**config.mk**
```make
export PLATFORM = sky130hd
export DESIGN_NAME = fetch_stage_flat
export DESIGN_NICKNAME = d
export VERILOG_FILES = /design/src/rtl/fetch_pkg.sv /design/src/rtl/fetch_if.sv /design/src/rtl/fetch_pc_reg.sv /design/src/rtl/fetch_stage.sv /design/src/flat_wrapper.sv
export SDC_FILE = /design/constraint.sdc
export NUM_CORES = 1
export LEC_CHECK = 0
export ABC_CLOCK_PERIOD_IN_PS = 4700
export BUFFER_PORTS_ARGS = -buffer_cell sky130_fd_sc_hd__buf_2
export CAP_MARGIN = 20
export CORE_MARGIN = 1.5
export CORE_UTILIZATION = 56
export DETAILED_ROUTE_END_ITERATION = 8
export PLACE_DENSITY = 0.86
export SYNTH_ARGS = -nofsm -noshare
export SYNTH_HDL_FRONTEND = slang
export SYNTH_SLANG_ARGS = --single-unit
```
**constraint.sdc**
```tcl
create_clock -name clk -period 4.7 [get_ports clk]
set_input_delay 0.94 -clock clk [delete_from_list [all_inputs] [get_ports clk]]
set_output_delay 0.94 -clock clk [all_outputs]
set_load 0.05 [all_outputs]
```
**src/rtl/fetch_pkg.sv**
```systemverilog
// Shared constants, state encoding and small helpers for the instruction-fetch stage.
package fetch_pkg;

  localparam logic [3:0]  OPC_HLT   = 4'hF;
  localparam logic [15:0] NOP_INSTR = 16'h0000;
  localparam logic [15:0] PC_INC    = 16'd2;

  typedef enum logic [1:0] {
    RUN  = 2'd0,
    MISS = 2'd1,
    BUF  = 2'd2,
    HALT = 2'd3
  } fetch_state_t;

  function automatic logic is_hlt(input logic [15:0] word);
    return word[15:12] == OPC_HLT;
  endfunction

  // Instructions are halfword aligned; bit 0 of any target is dropped.
  function automatic logic [15:0] align_pc(input logic [15:0] addr);
    return {addr[15:1], 1'b0};
  endfunction

endpackage

```
**src/rtl/fetch_if.sv**
```systemverilog
// Instruction memory / I-cache request bus between the fetch stage and memory.
interface fetch_if;
  import fetch_pkg::*;

  logic [15:0] addr;
  logic        req;
  logic [15:0] rdata;
  logic        valid;

  modport master (output addr, req, input rdata, valid);
  modport slave  (input addr, req, output rdata, valid);

endinterface

```
**src/rtl/fetch_pc_reg.sv**
```systemverilog
// Program counter flop with load enable and synchronous reset to RESET_PC.
module fetch_pc_reg
  import fetch_pkg::*;
#(
  parameter logic [15:0] RESET_PC = 16'h0000
) (
  input  logic        clk,
  input  logic        rst,
  input  logic        wen,
  input  logic [15:0] pc_next,
  output logic [15:0] pc
);

  logic [15:0] pc_reg;

  always_ff @(posedge clk) begin
    if (rst) begin
      pc_reg <= RESET_PC;
    end else if (wen) begin
      pc_reg <= pc_next;
    end
  end

  assign pc = pc_reg;

endmodule

```
**src/rtl/fetch_stage.sv**
```systemverilog
// Fetch stage: owns the PC, talks to the instruction memory and writes the F/D register,
// handling stalls, decode redirects, cache misses and HLT.
module fetch_stage
  import fetch_pkg::*;
#(
  parameter logic [15:0] RESET_PC = 16'h0000
) (
  input  logic          clk,
  input  logic          rst,
  fetch_if.master       imem,
  input  logic          fd_stall,
  input  logic          br_taken,
  input  logic [15:0]   br_target,
  output logic [15:0]   fd_instr,
  output logic [15:0]   fd_oldpc,
  output logic [15:0]   fd_newpc,
  output logic          fd_wen,
  output logic          halted
);

  localparam logic [1:0] ST_RUN  = 2'(RUN);
  localparam logic [1:0] ST_MISS = 2'(MISS);
  localparam logic [1:0] ST_BUF  = 2'(BUF);
  localparam logic [1:0] ST_HALT = 2'(HALT);

  logic [1:0]  state_reg, state_next;
  logic [15:0] ibuf_reg;
  logic        ibuf_wen;
  logic        redir_pend_reg;
  logic [15:0] redir_tgt_reg;
  logic        redir_set, redir_clr;

  logic [15:0] pc;
  logic [15:0] pc_next;
  logic        pc_wen;
  logic [15:0] br_tgt;
  logic [15:0] deliver_word;
  logic        deliver;

  assign br_tgt = align_pc(br_target);

  fetch_pc_reg #(
    .RESET_PC (RESET_PC)
  ) u_pc_reg (
    .clk     (clk),
    .rst     (rst),
    .wen     (pc_wen),
    .pc_next (pc_next),
    .pc      (pc)
  );

  always_comb begin
    state_next   = state_reg;
    pc_wen       = 1'b0;
    pc_next      = pc;
    ibuf_wen     = 1'b0;
    redir_set    = 1'b0;
    redir_clr    = 1'b0;
    deliver      = 1'b0;
    deliver_word = (state_reg == ST_BUF) ? ibuf_reg : imem.rdata;

    imem.req  = 1'b0;
    imem.addr = pc;
    fd_wen    = 1'b0;
    fd_instr  = NOP_INSTR;
    fd_oldpc  = pc;
    fd_newpc  = pc;
    halted    = 1'b0;

    case (state_reg)
      ST_RUN: begin
        imem.req = 1'b1;
        if (br_taken) begin
          fd_wen  = 1'b1;
          pc_wen  = 1'b1;
          pc_next = br_tgt;
        end else if (fd_stall) begin
          // The returned word (if any) is dropped and refetched once the stall clears.
          if (!imem.valid) begin
            state_next = ST_MISS;
          end
        end else if (!imem.valid) begin
          fd_wen     = 1'b1;
          state_next = ST_MISS;
        end else begin
          deliver = 1'b1;
        end
      end

      ST_MISS: begin
        imem.req = 1'b1;
        redir_set = br_taken;
        if (imem.valid) begin
          if (redir_pend_reg || br_taken) begin
            // A redirect that arrived mid-miss only takes effect once the memory has answered.
            fd_wen     = 1'b1;
            pc_wen     = 1'b1;
            pc_next    = br_taken ? br_tgt : redir_tgt_reg;
            redir_clr  = 1'b1;
            state_next = ST_RUN;
          end else if (fd_stall) begin
            ibuf_wen   = 1'b1;
            state_next = ST_BUF;
          end else begin
            deliver = 1'b1;
          end
        end else begin
          fd_wen = br_taken | ~fd_stall;
        end
      end

      ST_BUF: begin
        if (br_taken) begin
          fd_wen     = 1'b1;
          pc_wen     = 1'b1;
          pc_next    = br_tgt;
          state_next = ST_RUN;
        end else if (!fd_stall) begin
          deliver = 1'b1;
        end
      end

      default: begin
        fd_wen = 1'b1;
        halted = 1'b1;
      end
    endcase

    if (deliver) begin
      fd_wen   = 1'b1;
      fd_instr = deliver_word;
      fd_oldpc = pc;
      fd_newpc = pc + PC_INC;
      if (is_hlt(deliver_word)) begin
        state_next = ST_HALT;
      end else begin
        pc_wen     = 1'b1;
        pc_next    = pc + PC_INC;
        state_next = ST_RUN;
      end
    end

    if (rst) begin
      imem.req  = 1'b0;
      imem.addr = RESET_PC;
      fd_wen    = 1'b0;
      fd_instr  = NOP_INSTR;
      fd_oldpc  = RESET_PC;
      fd_newpc  = RESET_PC;
      halted    = 1'b0;
    end
  end

  always_ff @(posedge clk) begin
    if (rst) begin
      state_reg <= ST_RUN;
      ibuf_reg  <= NOP_INSTR;
    end else begin
      state_reg <= state_next;
      if (ibuf_wen) begin
        ibuf_reg <= imem.rdata;
      end
    end
  end

  always_ff @(posedge clk) begin
    if (rst) begin
      redir_pend_reg <= 1'b0;
      redir_tgt_reg  <= 16'h0000;
    end else if (redir_clr) begin
      redir_pend_reg <= 1'b0;
    end else if (redir_set) begin
      redir_pend_reg <= 1'b1;
      redir_tgt_reg  <= br_tgt;
    end
  end

endmodule

```
**src/flat_wrapper.sv**
```systemverilog
// flat-port wrapper written by rule: the top's interface ports become plain ports
module fetch_stage_flat import fetch_pkg::*;
#(
  parameter logic [15:0] RESET_PC = 16'h0000
)
  (clk, rst, fd_stall, br_taken, br_target, fd_instr, fd_oldpc, fd_newpc, fd_wen, halted, imem_addr, imem_req, imem_rdata, imem_valid);
  fetch_if imem_i ();
  input  logic clk;
  input  logic rst;
  input  logic fd_stall;
  input  logic br_taken;
  input  logic [15:0] br_target;
  output logic [15:0] fd_instr;
  output logic [15:0] fd_oldpc;
  output logic [15:0] fd_newpc;
  output logic fd_wen;
  output logic halted;
  output wire logic [$bits(imem_i.addr)-1:0] imem_addr;
  output wire logic [$bits(imem_i.req)-1:0] imem_req;
  input wire logic [$bits(imem_i.rdata)-1:0] imem_rdata;
  input wire logic [$bits(imem_i.valid)-1:0] imem_valid;
  assign imem_addr = imem_i.addr;
  assign imem_req = imem_i.req;
  assign imem_i.rdata = imem_rdata;
  assign imem_i.valid = imem_valid;
  fetch_stage #(.RESET_PC(RESET_PC)) u_core (.clk(clk), .rst(rst), .imem(imem_i), .fd_stall(fd_stall), .br_taken(br_taken), .br_target(br_target), .fd_instr(fd_instr), .fd_oldpc(fd_oldpc), .fd_newpc(fd_newpc), .fd_wen(fd_wen), .halted(halted));
endmodule
```
# Yosys cells after proc, flatten, opt, wreduce, memory -nomap -nowiden
# Cells that the tools add are included.
totals:
  in_bits: 37
  out_inout_bits: 67
  regBits: 50
op_classes:
  n_bitwise: 3
  reduce_logical: 9
  n_eq_ne: 8
  mux: 53
  n_addsub: 1
ops:
  columns: ["cell", "count"]
  rows:
  - ["16-bit 2-to-1 mux", 12]
  - ["16-bit one-hot mux with 2 select lines", 1]
  - ["1-bit 2-to-1 mux", 28]
  - ["16-bit by 2-bit adder with 16-bit output, second input constant", 1]
  - ["2-bit 2-to-1 mux", 8]
  - ["3-bit by 2-bit inequality test with 1-bit output, second input constant", 4]
  - ["1-bit one-hot mux with 3 select lines", 2]
  - ["2-bit one-hot mux with 3 select lines", 1]
  - ["6-bit AND reduction", 1]
  - ["2-bit OR reduction", 3]
  - ["4-bit == test, second input constant", 1]
  - ["4-bit by 2-bit inequality test with 1-bit output, second input constant", 1]
  - ["4-bit nonzero test", 1]
  - ["3-bit OR reduction", 1]
  - ["2-bit by 1-bit == test with 1-bit output, second input constant", 1]
  - ["2-bit == test, second input constant", 1]
  - ["2-bit logical NOT", 1]
  - ["1-bit inverter", 2]
  - ["1-bit one-hot mux with 2 select lines", 1]
  - ["2-bit AND reduction", 1]
  - ["1-bit logical OR", 1]
  - ["1-bit bitwise OR", 1]

# Logic depth before layout (Yosys ltp)
# Gate-level depths: netlist of run 1.
depth:
  word_depth: 6
  mapped_depth: 9
  ltp_nobuf: 7

# By module
# A second synthesis of run 1 with hierarchy kept.
hier_totals:
  hier_cells: 498
  area_unflattened_um2: 3649.8
modules_own_cells:
  columns: ["mod", "seq_area_each_um2", "cells_per_inst", "area_per_inst_um2", "instances"]
  rows:
  - ["fetch_stage", 680.7, 446, 3069.2, 1]
  - ["fetch_pc_reg", 320.3, 52, 580.6, 1]

# Worst setup path before layout of run 1
# Ideal clock, no wire load.
synth_path:
  path_type: "in2out"
  from: "input fd_stall"
  to: "output fd_newpc[13]"
  stages: 5
  required_time_ns: 3.760
  setup_slack_ns: 0.899
  t_arrival_ns: 2.861
  path_cell_list: "o21bai_1 > a2111o_1 > clkbuf_1 > or3_1 > a21oi_1"
synth_between:
  elab_chain_len: 6
  word_cells_on_any_way: 9
  classes_between: "mux: 9"
synth_rtl:
  columns: ["element", "line", "text"]
  rows:
  - ["start: declaration", "flat_wrapper.sv:10", "input logic fd_stall;"]
  - ["1-bit 2-to-1 mux", "fetch_stage.sv:101, fetch_stage.sv:118", null]
  - ["1-bit 2-to-1 mux", "fetch_stage.sv:94", "if (redir_pend_reg || br_taken) begin"]
  - ["1-bit 2-to-1 mux", "fetch_stage.sv:93", "if (imem.valid) begin"]
  - ["1-bit one-hot mux with 3 select lines (*)", "fetch_stage.sv:70", "case (state_reg)"]
  - ["16-bit 2-to-1 mux (*)", "fetch_stage.sv:129", "if (deliver) begin"]
  - ["16-bit 2-to-1 mux (*)", "fetch_stage.sv:143", "if (rst) begin"]
  - ["end: declaration", "flat_wrapper.sv:15", "output logic [15:0] fd_newpc;"]
# Every way passes the cells marked *; elsewhere a longest branch is shown, timed or not.

# Worst setup path after layout of run 1
layout_path:
  from: "register u_core.state_reg[0]"
  to: "output fd_newpc[4]"
layout_between:
  elab_chain_len: 4
  word_cells_on_any_way: 6
  classes_between: "eq/ne: 2; mux: 3; reduce/logical: 1"
layout_rtl:
  columns: ["element", "line", "text"]
  rows:
  - ["start: declaration", "fetch_stage.sv:26", "logic [1:0] state_reg, state_next;"]
  - ["start signal: assignment", "fetch_stage.sv:159", "state_reg <= state_next;"]
  - ["2-bit == test, or another cell as far along", "fetch_stage.sv:70", null]
  - ["1-bit one-hot mux with 3 select lines (*)", "fetch_stage.sv:70", null]
  - ["16-bit 2-to-1 mux (*)", "fetch_stage.sv:129", null]
  - ["16-bit 2-to-1 mux (*)", "fetch_stage.sv:143", null]
# Marks and branches as above.

==> impl_metrics.py, run 1 <==
metrics = {
    "clock_network": {
        "numCtsBuffers": 5,
        "cts_resized": 0,
        "root_buffer": "clkbuf_8",
        "clk_latency_ns": 0.32,
        "cts_tree": "built",
        "h-tree-depth": 2,
        "clkTransAtPathRegs_ns": 0.11,
        "cts_buffer_depth": 2,
        "postCtsSetupRepairBufs": 0,
        "clock-sinks": 50,
        "hold_buffers": 0,
    },
    "synth": {
        "synth-edff-count": 0,
        "synthTopCellsByArea": "dfxtp_1 (29%), mux2i_1 (10%), nand2_1 (7.6%)",
        "yosysWarnings": 0,
        "synth_area_leader_cell": "dfxtp_1",
        "postSynthCellCount": 452,
        "ys_seq_area_frac": 0.291,
        "ys_seq_elements": 50,
        "synth_top_flop_cell": "dfxtp_1",
        "syn_nets": 495,
        "ys_types": 46,
        "syn_area_per_cell_sq_um": 7.62,
        "yosys.area.top_type_share": 0.291,
        "async_flop_share": 0,
        "syn_area_sq_mm": 0.00344,
    },
    "die": {
        "io_pins": 104,
        "die_h_um": 81.4,
        "core_area_sq_mm": 0.00592,
        "die_area_sq_mm": 0.00663,
        "initial_core_util": 0.582,
        "die_x_um": 81.4,
        "row_count": 28,
    },
    "power": {
        "peakVddDrop_mv": 0.199,
        "finalPower_mw": 1.13,
        "p_per_area_mw_per_mm2": 289,
        "power.leakage_nw": 1.62,
    },
    "finish": {
        "nets": 556,
        "antenna_cells": 0,
        "stdcell_area_sq_mm": 0.00391,
        "fin_cells": 589,
        "utilization": 0.660,
        "drive_above_1_share": 0.251,
        "area_delta_synth_final_pct": 13.4,
    },
    "global_route": {
        "grt_max_degree": 57,
        "grt_pass1_wl_um": 14000,
        "grt_pass1_vias": 2990,
        "track_usage": 0.267,
        "grt-ovfl-total": 0,
        "antenna_found_initial": 0,
    },
    "min_path": {
        "hold_path.class": "flop to flop",
    },
    "routing": {
        "via_per_inst": 5.83,
        "ant_nets": 0,
        "vias": 3431,
        "drc": 0,
        "first_pass_iters": 5,
        "routed_wl_um": 8730,
        "drtIter0Drc": 281,
        "routedWlPerCell_um": 14.8,
    },
    "placed_design": {
        "portBuffers": 102,
        "place_ws_ns": 0.866,
        "place_hpwl_um": 6130,
        "placedCellCount": 581,
        "place.gp.congestion": 0.845,
        "placed_area_sq_mm": 0.00381,
    },
    "run": {
        "drv_cap": 0,
    },
    "critical_path": {
        "path_cells": "inv_1, ha_1, o21bai_1, a2111o_1, or3_1, a21oi_1, buf_2",
        "critPathLaunchType": "flop",
        "crit_buf_inv": 2,
        "crit_type": "flop to output port",
        "critical_path.slowest_cell": "a2111o_1",
        "worst_path_dominant_cell_family": "compound AO/OA/AOI/OAI gates",
        "crit_path_max_fanout": 21,
        "worst_ep_arrival_time_ns": 3.17,
        "endpoint_kind": "output port",
        "slowest_delay_ns": 0.71,
        "critPathRequiredTime_ns": 3.76,
    },
    "timing": {
        "setup_viol": 0,
        "tightestPinTransition_ns": 0.917,
        "holdWs_ns": 0.461,
        "slew_headroom": 0.387,
        "finalWorstSetupSlack_ns": 0.591,
        "layout_min_cycle_time_ns": 4.11,
        "maxSlewViolCount": 0,
        "finClkSkew_ns": 0.0119,
        "fin_crit_sh": 0.874,
        "fin_tns_setup_ns": 0,
        "rsz0062_at_grt": "no",
        "hold_viol_final": 0,
        "fmax_ghz": 0.243,
    },
    "status": {
        "status": "finished clean",
    },
}
-- final cells by class --
type	count	area [sq um]
clock inverters	3	22.5
multi-input cells	344	2140
flip-flops and latches	50	1000
inverters	5	18.8
well taps	75	93.8
repair buffers	107	561
clock buffers	5	68.8
fillers	515	2020
-- cells in the final DEF (no fill, tap or decap), types with 2 or more instances in the layout --
master / netlist / final
nor3_1: 5 / 5
inv_6: 0 / 2
xor2_1: 6 / 6
a211oi_1: 4 / 4
nor3b_1: 2 / 2
buf_4: 17 / 4
and3_1: 6 / 6
nand3_1: 17 / 17
o32a_1: 7 / 7
buf_2: 11 / 102
o21bai_1: 2 / 2
a21o_1: 2 / 2
o22ai_1: 2 / 2
inv_1: 5 / 5
dfxtp_1: 50 / 50
nand2_1: 70 / 70
ha_1: 6 / 6
xnor2_1: 3 / 3
o22a_1: 3 / 3
mux2i_1: 36 / 36
nand2b_1: 5 / 5
nor2_1: 42 / 42
a31oi_1: 4 / 4
nor2b_1: 18 / 18
mux2_2: 10 / 10
or3_1: 7 / 7
a21oi_1: 43 / 43
o31ai_1: 2 / 2
o2bb2ai_1: 10 / 10
clkbuf_8: 0 / 5
nand4_1: 4 / 4
or2_2: 2 / 2
o21ai_0: 13 / 13
-- cell usage after synthesis (2+ instances only) --
cell / n
a211oi_1: 4
a21o_1: 2
a21oi_1: 43
a31oi_1: 4
and3_1: 6
buf_2: 11
buf_4: 17
clkbuf_1: 24
dfxtp_1: 50
ha_1: 6
inv_1: 5
mux2_2: 10
mux2i_1: 36
nand2_1: 70
nand2b_1: 5
nand3_1: 17
nand4_1: 4
nor2_1: 42
nor2b_1: 18
nor3_1: 5
nor3b_1: 2
o21ai_0: 13
o21bai_1: 2
o22a_1: 3
o22ai_1: 2
o2bb2ai_1: 10
o31ai_1: 2
o32a_1: 7
or2_2: 2
or3_1: 7
xnor2_1: 3
xor2_1: 6
-- cells by family after synthesis --
family,count (synthesis),share of synthesized area
compound gates,100,0.194
xor+xnor,9,0.0229
fa+ha+maj,6,0.0218
buf+inv,58,0.0879
flops,50,0.291
mux,46,0.137
simple gates,183,0.245
-- layer usage --
| metal | track usage | wire length, um |
|---|---|---|
| met1 | 0.358 | 3940 |
| met2 | 0.432 | 4130 |
| met3 | 0.0556 | 546 |
| met4 | 0.0724 | 113 |
| met5 | 0 | 0 |
-- path summary, 6_finish.rpt --
| check | start | to | slack, ns | cells after the start |
|---|---|---|---|---|
| worst max-delay path | u_core.state_reg[0]$_SDFFE_PP0P_ | fd_newpc[4] | 0.59 | 7 |
| worst min-delay path | u_core.redir_tgt_reg[11]$_SDFFE_PP0P_ | u_core.redir_tgt_reg[11]$_SDFFE_PP0P_ | 0.46 | 2 |
| worst max register to register | u_core.state_reg[0]$_SDFFE_PP0P_ | u_core.u_pc_reg.pc[3]$_SDFFE_PP0P_ | 1.67 | 8 |
| worst min register to register | u_core.redir_tgt_reg[11]$_SDFFE_PP0P_ | u_core.redir_tgt_reg[11]$_SDFFE_PP0P_ | 0.46 | 2 |
-- power by group --
part / switching [mW] / total (mW) / internal (mW)
Combinational: 0.251 / 0.381 / 0.130
Sequential: 0.0294 / 0.477 / 0.448
Clock: 0.162 / 0.270 / 0.108
-- worst register-to-register path: cells and delay by family (launching register included) --
family / cells / cell delay, ns
compound gates: 5 / 1.66
fa+ha+maj: 1 / 0.55
flops: 1 / 0.37
buf+inv: 2 / 0.35
Note: power is estimated with default switching activity, not from simulation.
==> run 2: changes to the inputs <==
Settings changed: PLACE_DENSITY 0.86 to 0.88.
==> impl_metrics.py, run 2 (synthesis results as in run 1) <==
metrics = {
    "critical_path": {
        "critPathRequiredTime_ns": 3.76,
        "reg2reg_to": "u_core.u_pc_reg.pc[9]$_SDFFE_PP0P_",
        "crit_start": "u_core.state_reg[0]$_SDFFE_PP0P_",
        "ff2ff_path_depth": 8,
        "endpoint_kind": "output port",
        "worst_path_dominant_cell_family": "compound AO/OA/AOI/OAI gates",
        "path_cells": "inv_1, ha_1, o21bai_1, a2111o_1, or3_1, a21oi_1, buf_2",
        "crit_buf_inv": 2,
        "critical_path_cell_count": 7,
        "crit_path_max_fanout": 21,
        "r2r_slack_ns": 1.77,
        "worst_ep_arrival_time_ns": 3.24,
        "crit_type": "flop to output port",
        "slowest_delay_ns": 0.72,
        "setup.worst_path.end": "fd_newpc[4]",
        "critical_path.slowest_cell": "a2111o_1",
        "crit-reg2reg-launch": "u_core.state_reg[0]$_SDFFE_PP0P_",
        "critPathLaunchType": "flop",
    },
    "routing": {
        "routed_wl_um": 8980,
        "ant_nets": 0,
        "first_pass_iters": 7,
        "vias": 3482,
        "via_per_inst": 5.91,
        "drc": 0,
        "routedWlPerCell_um": 15.2,
        "drtIter0Drc": 347,
    },
    "global_route": {
        "busiest_layer": "met2",
        "antenna_found_initial": 0,
        "grt_pass1_wl_um": 13700,
        "track_usage": 0.262,
        "grtUsageMet2": 0.426,
        "grt-ovfl-total": 0,
        "grt_max_degree": 62,
        "grtUsageMet1": 0.360,
        "grt_pass1_vias": 2906,
        "grtUsageMet3": 0.0356,
    },
    "finish": {
        "utilization": 0.660,
        "area_delta_synth_final_pct": 13.6,
        "final_common_cell": "buf_2",
        "final_cell_mix": "buf_2 (102), nand2_1 (70), dfxtp_1 (50)",
        "drive_above_1_share": 0.251,
        "antenna_cells": 0,
        "regArea_sq_mm": 0.00100,
        "stdcell_area_sq_mm": 0.00391,
        "fin_cells": 589,
        "nets": 556,
        "fillers": 464,
        "multi_input_area_sq_mm": 0.00214,
    },
    "clock_network": {
        "h-tree-depth": 2,
        "cts_buffer_depth": 2,
        "clk_latency_ns": 0.31,
        "cts_tree": "built",
        "root_buffer": "clkbuf_8",
        "cts_resized": 0,
        "hold_buffers": 0,
        "clkTransAtPathRegs_ns": 0.10,
        "clock-sinks": 50,
        "postCtsSetupRepairBufs": 0,
        "numCtsBuffers": 5,
    },
    "power": {
        "p_per_area_mw_per_mm2": 299,
        "finalPower_mw": 1.17,
        "peakVddDrop_mv": 0.215,
        "power.leakage_nw": 1.62,
    },
    "timing": {
        "layout_min_cycle_time_ns": 4.18,
        "rsz0062_at_grt": "no",
        "fmax_ghz": 0.239,
        "slew_headroom": 0.375,
        "fin_tns_setup_ns": 0,
        "hold_viol_final": 0,
        "finClkSkew_ns": 0.0122,
        "finalWorstSetupSlack_ns": 0.522,
        "holdWs_ns": 0.458,
        "fin_crit_sh": 0.889,
        "maxSlewViolCount": 0,
        "tightestPinTransition_ns": 0.935,
        "setup_viol": 0,
    },
    "die": {
        "core_area_sq_mm": 0.00592,
        "die_h_um": 81.4,
        "die_x_um": 81.4,
        "io_pins": 104,
        "die_area_sq_mm": 0.00663,
        "initial_core_util": 0.582,
        "row_count": 28,
    },
    "placed_design": {
        "placedCellCount": 581,
        "place_ws_ns": 0.821,
        "place.gp.congestion": 0.864,
        "portBuffers": 102,
        "placed_area_sq_mm": 0.00380,
        "place_hpwl_um": 6180,
    },
    "min_path": {
        "hold_path.class": "flop to flop",
    },
    "run": {
        "drv_cap": 0,
    },
    "status": {
        "status": "finished clean",
    },
}
run 2: cell count changes in the layout (fill, tap and decap cells not counted):
cell	previous run	this run
inv_6	2	0
clkinv_2	1	2
buf_12	1	0
bufinv_16	0	1
buf_4	4	5
run 2: worst min-delay path by stage:
stage                                                     from                                   end  slack [ns]  cells after the start
after floorplan           u_core.redir_tgt_reg[1]$_SDFFE_PP0P_  u_core.redir_tgt_reg[1]$_SDFFE_PP0P_        0.43                      2
after global placement    u_core.redir_tgt_reg[1]$_SDFFE_PP0P_  u_core.redir_tgt_reg[1]$_SDFFE_PP0P_        0.44                      2
final                     u_core.redir_tgt_reg[7]$_SDFFE_PP0P_  u_core.redir_tgt_reg[7]$_SDFFE_PP0P_        0.46                      2
after CTS                 u_core.redir_tgt_reg[7]$_SDFFE_PP0P_  u_core.redir_tgt_reg[7]$_SDFFE_PP0P_        0.46                      2
after detailed placement  u_core.redir_tgt_reg[9]$_SDFFE_PP0P_  u_core.redir_tgt_reg[9]$_SDFFE_PP0P_        0.45                      2
after global routing      u_core.redir_tgt_reg[8]$_SDFFE_PP0P_  u_core.redir_tgt_reg[8]$_SDFFE_PP0P_        0.47                      2
run 2: tightest hold or removal path, stage by stage (launching register included):
cell and delay (ns):
dfxtp_1 0.32, nand2_1 0.05, a21oi_1 0.05
run 2: cell type report:
| type | count | share of cell area |
|---|---|---|
| clock buffers | 5 | 0.0176 |
| inverters | 5 | 0.00480 |
| clock inverters | 3 | 0.0102 |
| repair buffers | 107 | 0.140 |
| flip-flops and latches | 50 | 0.256 |
| multi-input cells | 344 | 0.547 |
| well taps | 75 | 0.0240 |
run 2: routing by layer:
metal,part of all wire,wire [um]
met1,0.43,3830
met2,0.48,4340
met3,0.076,678
met4,0.015,131
met5,0,0
run 2: power breakdown:
| part | leakage (nW) | total (mW) | switching, mW | internal (mW) |
|---|---|---|---|---|
| clock network | 0.0579 | 0.309 | 0.152 | 0.157 |
| registers | 0.405 | 0.478 | 0.0304 | 0.448 |
| logic | 1.16 | 0.382 | 0.253 | 0.129 |
